### src/rtl/pwm_cfg_pkg.sv
// Shared definitions for the PWM configuration sequencer: FSM states, register offsets, beat order.
// The order writes ctrl last so a channel only enables once period/divisor/duty are in place.
package pwm_cfg_pkg;

    typedef enum logic [2:0] {
        S_IDLE  = 3'd0,
        S_WRITE = 3'd1,
        S_GAP   = 3'd2,
        S_DONE  = 3'd3,
        S_ERR   = 3'd4
    } state_t;

    localparam logic [1:0] OFS_CTRL   = 2'd0;
    localparam logic [1:0] OFS_PERIOD = 2'd1;
    localparam logic [1:0] OFS_DIV    = 2'd2;
    localparam logic [1:0] OFS_DC     = 2'd3;

    localparam int NUM_BEATS = 4;

    function automatic logic [1:0] beat_ofs(input logic [1:0] beat);
        case (beat)
            2'd0:    return OFS_PERIOD;
            2'd1:    return OFS_DIV;
            2'd2:    return OFS_DC;
            default: return OFS_CTRL;
        endcase
    endfunction

endpackage

### src/rtl/rr_arbiter.sv
// Combinational round-robin arbiter: one-hot grant to the first request at or after ptr.
// Zero latency; no backpressure, the caller decides when to sample the grant.
module rr_arbiter #(
    parameter int num_ch    = 4,
    parameter int ptr_width = (num_ch > 1) ? $clog2(num_ch) : 1
) (
    input  logic [num_ch-1:0]    req,
    input  logic [ptr_width-1:0] ptr,
    output logic [num_ch-1:0]    gnt
);

    int   idx;
    logic found;

    always_comb begin
        gnt   = '0;
        found = 1'b0;
        idx   = 0;
        for (int i = 0; i < num_ch; i++) begin
            idx = int'(ptr) + i;
            if (idx >= num_ch) begin
                idx = idx - num_ch;
            end
            if (!found && req[idx]) begin
                gnt[idx] = 1'b1;
                found    = 1'b1;
            end
        end
    end

endmodule

### src/rtl/pwm_cfg_sequencer.sv
// Serves per-channel config requests round-robin, writing 4 Wishbone beats per grant (ctrl last).
// First stb one cycle after grant; each beat waits for i_wb_ack up to timeout cycles, then aborts with o_err.
module pwm_cfg_sequencer
    import pwm_cfg_pkg::*;
#(
    parameter int num_ch    = 4,
    parameter int mem_width = 16,
    parameter int adr_width = 16,
    parameter int timeout   = 15
) (
    input  logic                          i_wb_clk,
    input  logic                          i_wb_rst,
    input  logic [num_ch-1:0]             i_req,
    input  logic [num_ch*4*mem_width-1:0] i_cfg_data,
    output logic [num_ch-1:0]             o_done,
    output logic [num_ch-1:0]             o_err,
    output logic                          o_busy,
    output logic                          o_wb_cyc,
    output logic                          o_wb_stb,
    output logic                          o_wb_we,
    output logic [adr_width-1:0]          o_wb_adr,
    output logic [mem_width-1:0]          o_wb_data,
    input  logic                          i_wb_ack
);

    localparam int CW = (num_ch > 1) ? $clog2(num_ch) : 1;
    localparam int TW = (timeout > 1) ? $clog2(timeout + 1) : 1;
    localparam int WW = 4 * mem_width;
    localparam logic [TW-1:0] CNT_LAST  = TW'(timeout - 1);
    localparam logic [1:0]    BEAT_LAST = 2'(NUM_BEATS - 1);

    state_t          state;
    logic [CW-1:0]   ch;
    logic [CW-1:0]   rr_ptr;
    logic [CW-1:0]   gnt_idx;
    logic [CW-1:0]   ch_next;
    logic [num_ch-1:0] gnt;
    logic [1:0]      beat;
    logic [TW-1:0]   cnt;
    logic [WW-1:0]   snap;
    logic [WW-1:0]   gnt_words;

    rr_arbiter #(
        .num_ch    (num_ch),
        .ptr_width (CW)
    ) u_rr_arbiter (
        .req (i_req),
        .ptr (rr_ptr),
        .gnt (gnt)
    );

    always_comb begin
        gnt_idx = '0;
        for (int i = 0; i < num_ch; i++) begin
            if (gnt[i]) begin
                gnt_idx = CW'(i);
            end
        end
    end

    assign gnt_words = i_cfg_data[int'(gnt_idx)*WW +: WW];
    assign ch_next   = (int'(ch) == num_ch - 1) ? '0 : ch + CW'(1);

    function automatic logic [adr_width-1:0] beat_adr(input logic [CW-1:0] c, input logic [1:0] ofs);
        return adr_width'(int'(c) * 4 + int'(ofs));
    endfunction

    function automatic logic [mem_width-1:0] word_of(input logic [WW-1:0] w, input logic [1:0] ofs);
        return w[int'(ofs)*mem_width +: mem_width];
    endfunction

    always_ff @(posedge i_wb_clk) begin
        if (i_wb_rst) begin
            state     <= S_IDLE;
            ch        <= '0;
            rr_ptr    <= '0;
            beat      <= '0;
            cnt       <= '0;
            snap      <= '0;
            o_done    <= '0;
            o_err     <= '0;
            o_busy    <= 1'b0;
            o_wb_cyc  <= 1'b0;
            o_wb_stb  <= 1'b0;
            o_wb_we   <= 1'b0;
            o_wb_adr  <= '0;
            o_wb_data <= '0;
        end else begin
            o_done <= '0;
            o_err  <= '0;
            case (state)
                S_IDLE: begin
                    if (|i_req) begin
                        // Snapshot all four words so later i_cfg_data changes cannot tear the update.
                        ch        <= gnt_idx;
                        snap      <= gnt_words;
                        beat      <= 2'd0;
                        cnt       <= '0;
                        state     <= S_WRITE;
                        o_busy    <= 1'b1;
                        o_wb_cyc  <= 1'b1;
                        o_wb_stb  <= 1'b1;
                        o_wb_we   <= 1'b1;
                        o_wb_adr  <= beat_adr(gnt_idx, beat_ofs(2'd0));
                        o_wb_data <= word_of(gnt_words, beat_ofs(2'd0));
                    end
                end
                S_WRITE: begin
                    if (i_wb_ack) begin
                        o_wb_stb  <= 1'b0;
                        o_wb_we   <= 1'b0;
                        o_wb_adr  <= '0;
                        o_wb_data <= '0;
                        if (beat == BEAT_LAST) begin
                            state     <= S_DONE;
                            o_wb_cyc  <= 1'b0;
                            o_done[ch] <= 1'b1;
                        end else begin
                            state <= S_GAP;
                            beat  <= beat + 2'd1;
                        end
                    end else if (cnt == CNT_LAST) begin
                        state      <= S_ERR;
                        o_wb_cyc   <= 1'b0;
                        o_wb_stb   <= 1'b0;
                        o_wb_we    <= 1'b0;
                        o_wb_adr   <= '0;
                        o_wb_data  <= '0;
                        o_err[ch]  <= 1'b1;
                    end else begin
                        cnt <= cnt + TW'(1);
                    end
                end
                S_GAP: begin
                    state     <= S_WRITE;
                    cnt       <= '0;
                    o_wb_stb  <= 1'b1;
                    o_wb_we   <= 1'b1;
                    o_wb_adr  <= beat_adr(ch, beat_ofs(beat));
                    o_wb_data <= word_of(snap, beat_ofs(beat));
                end
                S_DONE, S_ERR: begin
                    state  <= S_IDLE;
                    o_busy <= 1'b0;
                    rr_ptr <= ch_next;
                end
                default: begin
                    state <= S_IDLE;
                end
            endcase
        end
    end

endmodule

### config.mk
export PLATFORM = sky130hd
export DESIGN_NAME = pwm_cfg_sequencer
export DESIGN_NICKNAME = d
export VERILOG_FILES = /design/src/rtl/pwm_cfg_pkg.sv /design/src/rtl/rr_arbiter.sv /design/src/rtl/pwm_cfg_sequencer.sv
export SDC_FILE = /design/constraint.sdc
export NUM_CORES = 1
export LEC_CHECK = 0
export ABC_AREA = 1
export CORE_MARGIN = 2
export CORE_UTILIZATION = 48
export CTS_CLUSTER_SIZE = 25
export DETAILED_ROUTE_END_ITERATION = 12
export PLACE_DENSITY_LB_ADDON = 0.15
export SLEW_MARGIN = 20
export SYNTH_ARGS = -nofsm -noshare
export SYNTH_HDL_FRONTEND = slang
export SYNTH_SLANG_ARGS = --single-unit
### constraint.sdc
create_clock -name i_wb_clk -period 4.2 [get_ports i_wb_clk]
set_clock_uncertainty 0.05 [all_clocks]
set_input_delay 0.84 -clock i_wb_clk [delete_from_list [all_inputs] [get_ports i_wb_clk]]
set_output_delay 0.84 -clock i_wb_clk [all_outputs]
set_load 0.01 [all_outputs]
==> summary.txt, run 1 <==
Run status
  – Status: completed

Cells and area
  – Post-Layout Cell Count: 1777
  – Most frequent cells in the layout: clkdlybuf4s50_1, nor2_1, nand2_1
  – Final #Nets: 1839
  – Share of cells above drive strength 1: 3.07%
  – Post-layout util: 70.8%
  – Syn-to-layout area delta: 43.6%
  – Commonest non-fill, non-tap cell in the layout: clkdlybuf4s50_1

CTS
  – CTS buffer count: 9
  – # resized after CTS: 0
  – H-tree Lvls: 3
  – Hold buffers post-CTS: 0
  – CTS tree: yes
  – Worst-Skew Late Latency: 0.36 ns
  – Setup bufs post-CTS: 0
  – Clock buffer depth: 2
  – CTS sink cnt: 108
  – CTS clock-pin slew for the worst setup and hold paths: 0.07 ns
  – Clk root buf: clkbuf_16

Global route
  – Initial antenna violation count: 1
  – Number of global-route vias before repair: 8486
  – Met1 Use GR: 37.4%
  – Global-route wire length before repair: 41200 microns
  – Total Routing Usage GR: 30.9%
  – Largest net degree at the start of global routing: 97
  – Met2 GRT Util: 56.2%
  – Overflow after GRT: 0
  – GRT met3 Usage: 4.54%
  – Top Usage Layer GRT: met2

Critical path
  – CP max-delay cell: dfxtp_1
  – Crit path DAT: 3.50 ns
  – Crit path cell chain: inv_2 > ha_1 > inv_1 > nand3_1 > nand2_1 > nand2_2 > nor2_2 > nand2_1 > nand2_1 > nor2_4 > nand2_2 > buf_12 > nor2_1 > nand2_1 > nand2_1 > nand2_1 > a21oi_1
  – CP required: 4.44 ns
  – CP top delay family: simple AND/OR/NAND/NOR gates
  – Sum of buffers and inverters on the critical path: 3
  – Critical path endpoint category: flop
  – CP most frequent cell: nand2_1
  – WS Path Type: flop to flop
  – Crit path launch type: flop
  – Slowest stage delay, CP: 0.56 ns
  – Critical path fanouts, max: 26

Routing
  – DRC violations left: 0
  – Iteration-0 DRC Markers: 682
  – Routed len/inst: 14.6 microns
  – Initial DRT Pass Iterations: 5
  – Antenna viol nets, final: 0
  – Via-per-instance ratio: 5.09
  – Final WL: 26000 microns
  – Vias post-DR: 9050

Synth
  – Synth unique cells: 28
  – Post-synthesis instance total: 1325
  – Post-synth top area cell: dfxtp_1
  – Synthesized flop and latch total: 108
  – Synthesized area: 0.00755 sq mm
  – Synth warn: 0
  – Sequential element share of the synthesized area: 28.6%
  – Share of the synthesized area in the top cell type: 28.6%
  – Top cells by area, synth: dfxtp_1, nor2_1, nand2_1
  – Syn Area/Cell: 5.70 sq um

Hold path
  – Hold Crit Class: flop to flop

Placed design
  – Placed insts: 1760
  – Placer Congestion: 0.906
  – PortBufs: 294
  – Hpwl dp: 19200 microns

Floorplanning
  – DIE HEIGHT: 129 microns
  – Initial core utilization: 49.3%
  – Num rows: 45
  – Die Wd: 129 microns
  – Core footprint: 0.0153 sq mm
  – # IOs: 307
  – DIE AREA: 0.0168 sq mm

Timing
  – Tcrit/Tclk final: 77.5%
  – Min cycle time layout: 3.26 ns
  – Maximum clock rate: 307 MHz
  – Worst slew margin: 27.9%
  – Max Slew Vio Count: 0
  – Worst-Margin Slew: 1.08 ns
  – TNS Setup: 0 ns
  – Final hold vios: 0
  – RSZ-0062 raised after global routing: no
  – Final setup fails: 0

Power
  – P_leak: 5.16 nW
  – Total power: 3.98 mW
  – Pwr per Cell Area: 367 mW/mm^2
  – Max VDD drop: 242 uV

Flow run
  – Max-cap violations: 0
-- cells in the mapped netlist --
library cell / instances
dfxtp_1: 108
buf_2: 21
buf_4: 21
nor2_2: 3
clkinv_1: 3
o21ai_1: 12
nand3b_1: 1
nand3_1: 83
ha_1: 16
buf_1: 3
nand3_2: 3
xor2_1: 2
nor4_1: 1
o211a_1: 1
conb_1: 1
a21oi_1: 82
buf_6: 1
o211ai_1: 18
a31oi_1: 17
nor2_1: 291
inv_1: 172
nand2_4: 1
o21ai_0: 127
inv_2: 4
clkbuf_1: 50
nand2_1: 276
a211oi_1: 3
nand2_2: 4
-- worst register-to-register path, cell delays in order, from the launching register on --
cell	delay, ns
dfxtp_1	0.56
inv_2	0.18
ha_1	0.38
inv_1	0.09
nand3_1	0.08
nand2_1	0.09
nand2_2	0.10
nor2_2	0.05
nand2_1	0.08
nand2_1	0.09
nor2_4	0.32
nand2_2	0.40
buf_12	0.32
nor2_1	0.10
nand2_1	0.05
nand2_1	0.08
nand2_1	0.06
a21oi_1	0.14
-- logic make-up (layout without fill, tap and decap cells) --
logic type / count (synthesis) / after routing / share of synthesized area [%]
buffers and inverters: 275 / 504 / 15.2
other: 1 / 13 / 0.0497
AND/OR/NAND/NOR: 663 / 663 / 35.0
XOR/XNOR: 2 / 2 / 0.232
flip-flops: 108 / 108 / 28.6
AO/OA/AOI/OAI: 260 / 260 / 18.3
adder cells (fa/ha/maj): 16 / 16 / 2.65
-- area by class of cell --
cell class	count	area [sq um]
clock buffers	10	229
flip-flops and latches	108	2160
repair buffers	309	3080
well taps	211	264
fillers	1438	4470
inverters	179	672
clock inverters	6	136
diodes	1	2.50
multi-input cells	953	4310
-- path summary, 6_finish.rpt --
| kind | start | end | slack (ns) | cells past startpoint |
|---|---|---|---|---|
| max | rr_ptr[0]$_SDFFE_PP0P_ | o_wb_data[8]$_SDFFE_PP0P_ | 0.94 | 17 |
| min | o_busy$_SDFFE_PP0P_ | o_busy$_SDFFE_PP0P_ | 0.42 | 2 |
| max reg2reg | rr_ptr[0]$_SDFFE_PP0P_ | o_wb_data[8]$_SDFFE_PP0P_ | 0.94 | 17 |
| min reg2reg | o_busy$_SDFFE_PP0P_ | o_busy$_SDFFE_PP0P_ | 0.42 | 2 |
-- flip-flops by register name, summed over array words and instances, names as in the netlist, 3 cells and up --
signal     flops
o_wb_adr       4
state          3
snap          64
o_wb_data     16
o_done         4
o_err          4
cnt            4
-- metrics by stage --
stage / hold WS (ns) / worst slack [ns] / cell area (sq um)
floorplan: 0.433 / 1.74 / 7590
global placement: 0.405 / 0.679 / 10500
detailed placement: 0.411 / 0.646 / 10500
CTS: 0.422 / 0.974 / 10800
global route: 0.449 / 0.560 / 10800
finish: 0.422 / 0.944 / 10800
-- routing by layer --
metal	part of all wire (%)	wire (microns)	vias up
li1	-	-	4578
met1	40	10500	4040
met2	50	13000	376
met3	6.4	1670	56
met4	3.1	818	0
met5	0	0	-
-- where the power goes --
part,leakage [nW],internal (mW),switching [mW]
logic,4.09,0.675,0.919
registers,0.894,1.21,0.128
clock network,0.173,0.644,0.397
Power figures use the tool's default switching activity.
==> run 2, diff against run 1 <==
--- a/config.mk
+++ b/config.mk
@@ -7,7 +7,7 @@
 export LEC_CHECK = 0
 export ABC_AREA = 1
 export CORE_MARGIN = 2
-export CORE_UTILIZATION = 48
+export CORE_UTILIZATION = 40
 export CTS_CLUSTER_SIZE = 25
 export DETAILED_ROUTE_END_ITERATION = 12
 export PLACE_DENSITY_LB_ADDON = 0.15
==> constraint.sdc (replaced) <==
create_clock -name i_wb_clk -period 2.9 [get_ports i_wb_clk]
set_clock_uncertainty 0.05 [all_clocks]
set_input_delay 0.58 -clock i_wb_clk [delete_from_list [all_inputs] [get_ports i_wb_clk]]
set_output_delay 0.58 -clock i_wb_clk [all_outputs]
set_load 0.01 [all_outputs]
==> summary.txt, run 2 (same netlist as run 1, synthesis figures left out) <==
Critical path
  – Critical path fanouts, max: 24 (-7.7%)
  – Critical path endpoint category: flop
  – CP required: 3.12 ns (-1.32 ns)
  – WS Path Type: flop to flop
  – Crit path launch type: flop
  – Crit path DAT: 2.84 ns (-0.66 ns)
  – R2R setup slack: 0.29 ns (-0.66 ns)

Hold path
  – Hold Crit Class: flop to flop

Timing
  – Maximum clock rate: 383 MHz (+25%)
  – Max Slew Vio Count: 0 (unchanged)
  – Worst-Margin Slew: 0.693 ns (-0.389 ns)
  – RSZ-0062 raised after global routing: no
  – Tcrit/Tclk final: 90.0% (+13 points)
  – Min cycle time layout: 2.61 ns (-0.645 ns)
  – Final hold vios: 0 (unchanged)
  – Final setup fails: 0 (unchanged)
  – Worst slew margin: 53.8% (+26 points)

Cells and area
  – Most frequent cells in the layout: clkdlybuf4s50_1, nor2_1, nand2_1
  – Area occupied by multi-input gates: 0.00431 sq mm (+0.12%)
  – Share of cells above drive strength 1: 4.29% (+1.2 points)
  – # diodes: 0 (-1)
  – Fill cells: 1842 (+28%)
  – Final #Nets: 1859 (+1.1%)
  – Post-layout util: 59.9% (-11 points)
  – Largest registers: snap (64), o_wb_data (16)
  – Syn-to-layout area delta: 47.9%
  – Number of flip-flops in the largest register: 64 (unchanged)
  – Commonest non-fill, non-tap cell in the layout: clkdlybuf4s50_1
  – Reg area: 0.00216 sq mm (unchanged)
  – Register with the most flip-flops: snap

CTS
  – CTS buffer count: 9 (unchanged)
  – H-tree Lvls: 3 (unchanged)
  – CTS clock-pin slew for the worst setup and hold paths: 0.07 ns (about the same)
  – Worst-Skew Late Latency: 0.34 ns (-0.02 ns)
  – # resized after CTS: 0 (unchanged)
  – CTS tree: yes
  – Setup bufs post-CTS: 0 (unchanged)
  – Clock buffer depth: 2 (unchanged)
  – CTS sink cnt: 108 (unchanged)
  – Hold buffers post-CTS: 0 (unchanged)
  – Clk root buf: clkbuf_16

Floorplanning
  – Initial core utilization: 40.5% (-8.8 points)
  – Core footprint: 0.0186 sq mm (+22%)
  – DIE HEIGHT: 141 microns (+9.2%)
  – # IOs: 307 (unchanged)
  – DIE AREA: 0.0200 sq mm (+19%)
  – Num rows: 50 (+11%)
  – Die Wd: 141 microns (+9.2%)

Power
  – Max VDD drop: 284 uV (+18%)
  – Total power: 5.70 mW (+43%)
  – P_leak: 5.32 nW (+3.1%)
  – Pwr per Cell Area: 510 mW/mm^2 (+39%)

Routing
  – Vias post-DR: 8982 (-0.75%)
  – Iteration-0 DRC Markers: 587 (-14%)
  – Routed len/inst: 14.6 microns (-0.21%)
  – Antenna viol nets, final: 0 (unchanged)
  – Final WL: 26600 microns (+2.2%)
  – Initial DRT Pass Iterations: 7 (+2)
  – DRC violations left: 0 (unchanged)
  – Via-per-instance ratio: 4.94 (-3.0%)

Global route
  – Global-route wire length before repair: 41300 microns (+0.25%)
  – Overflow after GRT: 0 (unchanged)
  – Initial antenna violation count: 0 (-1)
  – Number of global-route vias before repair: 8150 (-4.0%)
  – Largest net degree at the start of global routing: 76 (-22%)
  – Total Routing Usage GR: 25.7% (-5.2 points)

Placed design
  – Hpwl dp: 20400 microns (+6.2%)
  – PortBufs: 294 (unchanged)
  – Placer Congestion: 0.878 (-3.2%)

Flow run
  – Max-cap violations: 0 (unchanged)

Run status
  – Status: completed
==> run 2: changes by cell type in the layout (fill, tap and decap cells not counted) <==
cell / delta
nand2_4: +1
diode_2: -1
nand2_2: -1
bufinv_16: -3
clkinv_2: +1
buf_4: +5
clkbuf_8: +3
clkinvlp_4: -1
buf_12: +15
==> run 2: report_power, final <==
part	switching (mW)	total, mW	internal [mW]
sequential	0.181	1.94	1.76
combinational	1.37	2.47	1.11
clock	0.544	1.29	0.742
==> run 2: cell type report <==
class	instances	area share (%)
Clock buffer	13	2.42
Clock inverter	3	0.392
Inverter	179	6.02
Multi-Input combinational cell	953	38.6
Sequential cell	108	19.4
Tap cell	234	2.62
Timing Repair Buffer	329	30.6
==> run 2: stage by stage <==
| stage | hold WS (ns) | instance area (sq um) | setup WS (ns) | TNS, ns | cells |
|---|---|---|---|---|---|
| after detailed placement | 0.422 | 10900 | -0.0215 | -0.0663 | 1803 |
| after CTS | 0.432 | 11200 | 0.304 | 0 | 1819 |
| after global placement | 0.414 | 10900 | 0.0355 | 0 | 1803 |
| final | 0.427 | 11200 | 0.289 | 0 | 1819 |
| after global routing | 0.463 | 11200 | 0.0880 | 0 | 1819 |
| after floorplan | 0.433 | 7590 | 0.438 | 0 | 1336 |
==> run 2: critical path: stages (launching register included) <==
cell	delay, ns
dfxtp_1	0.33
inv_1	0.12
ha_1	0.36
inv_1	0.11
nand3_1	0.08
nand2_1	0.09
nand2_2	0.07
nor2_2	0.14
nand2_1	0.07
nand3b_1	0.20
buf_4	0.35
nor2_1	0.07
nor2_1	0.10
nand2_1	0.06
nand2_1	0.10
nand2_1	0.08
a21oi_1	0.15
==> run 2: worst paths after layout <==
check	to	from	depth (start not counted)
setup reg to reg	o_wb_data[15]$_SDFFE_PP0P_	rr_ptr[1]$_SDFFE_PP0P_	16
setup / recovery	o_wb_data[15]$_SDFFE_PP0P_	rr_ptr[1]$_SDFFE_PP0P_	16
hold reg to reg	o_busy$_SDFFE_PP0P_	o_busy$_SDFFE_PP0P_	2
hold / removal	o_busy$_SDFFE_PP0P_	o_busy$_SDFFE_PP0P_	2
==> run 2: routing by layer <==
layer,vias to the layer above,wire (microns),global-route usage (%)
met4,0,691,7.58
met5,-,0,0
met1,4009,11200,32.0
li1,4620,-,-
met2,312,13200,46.0
met3,41,1440,3.78
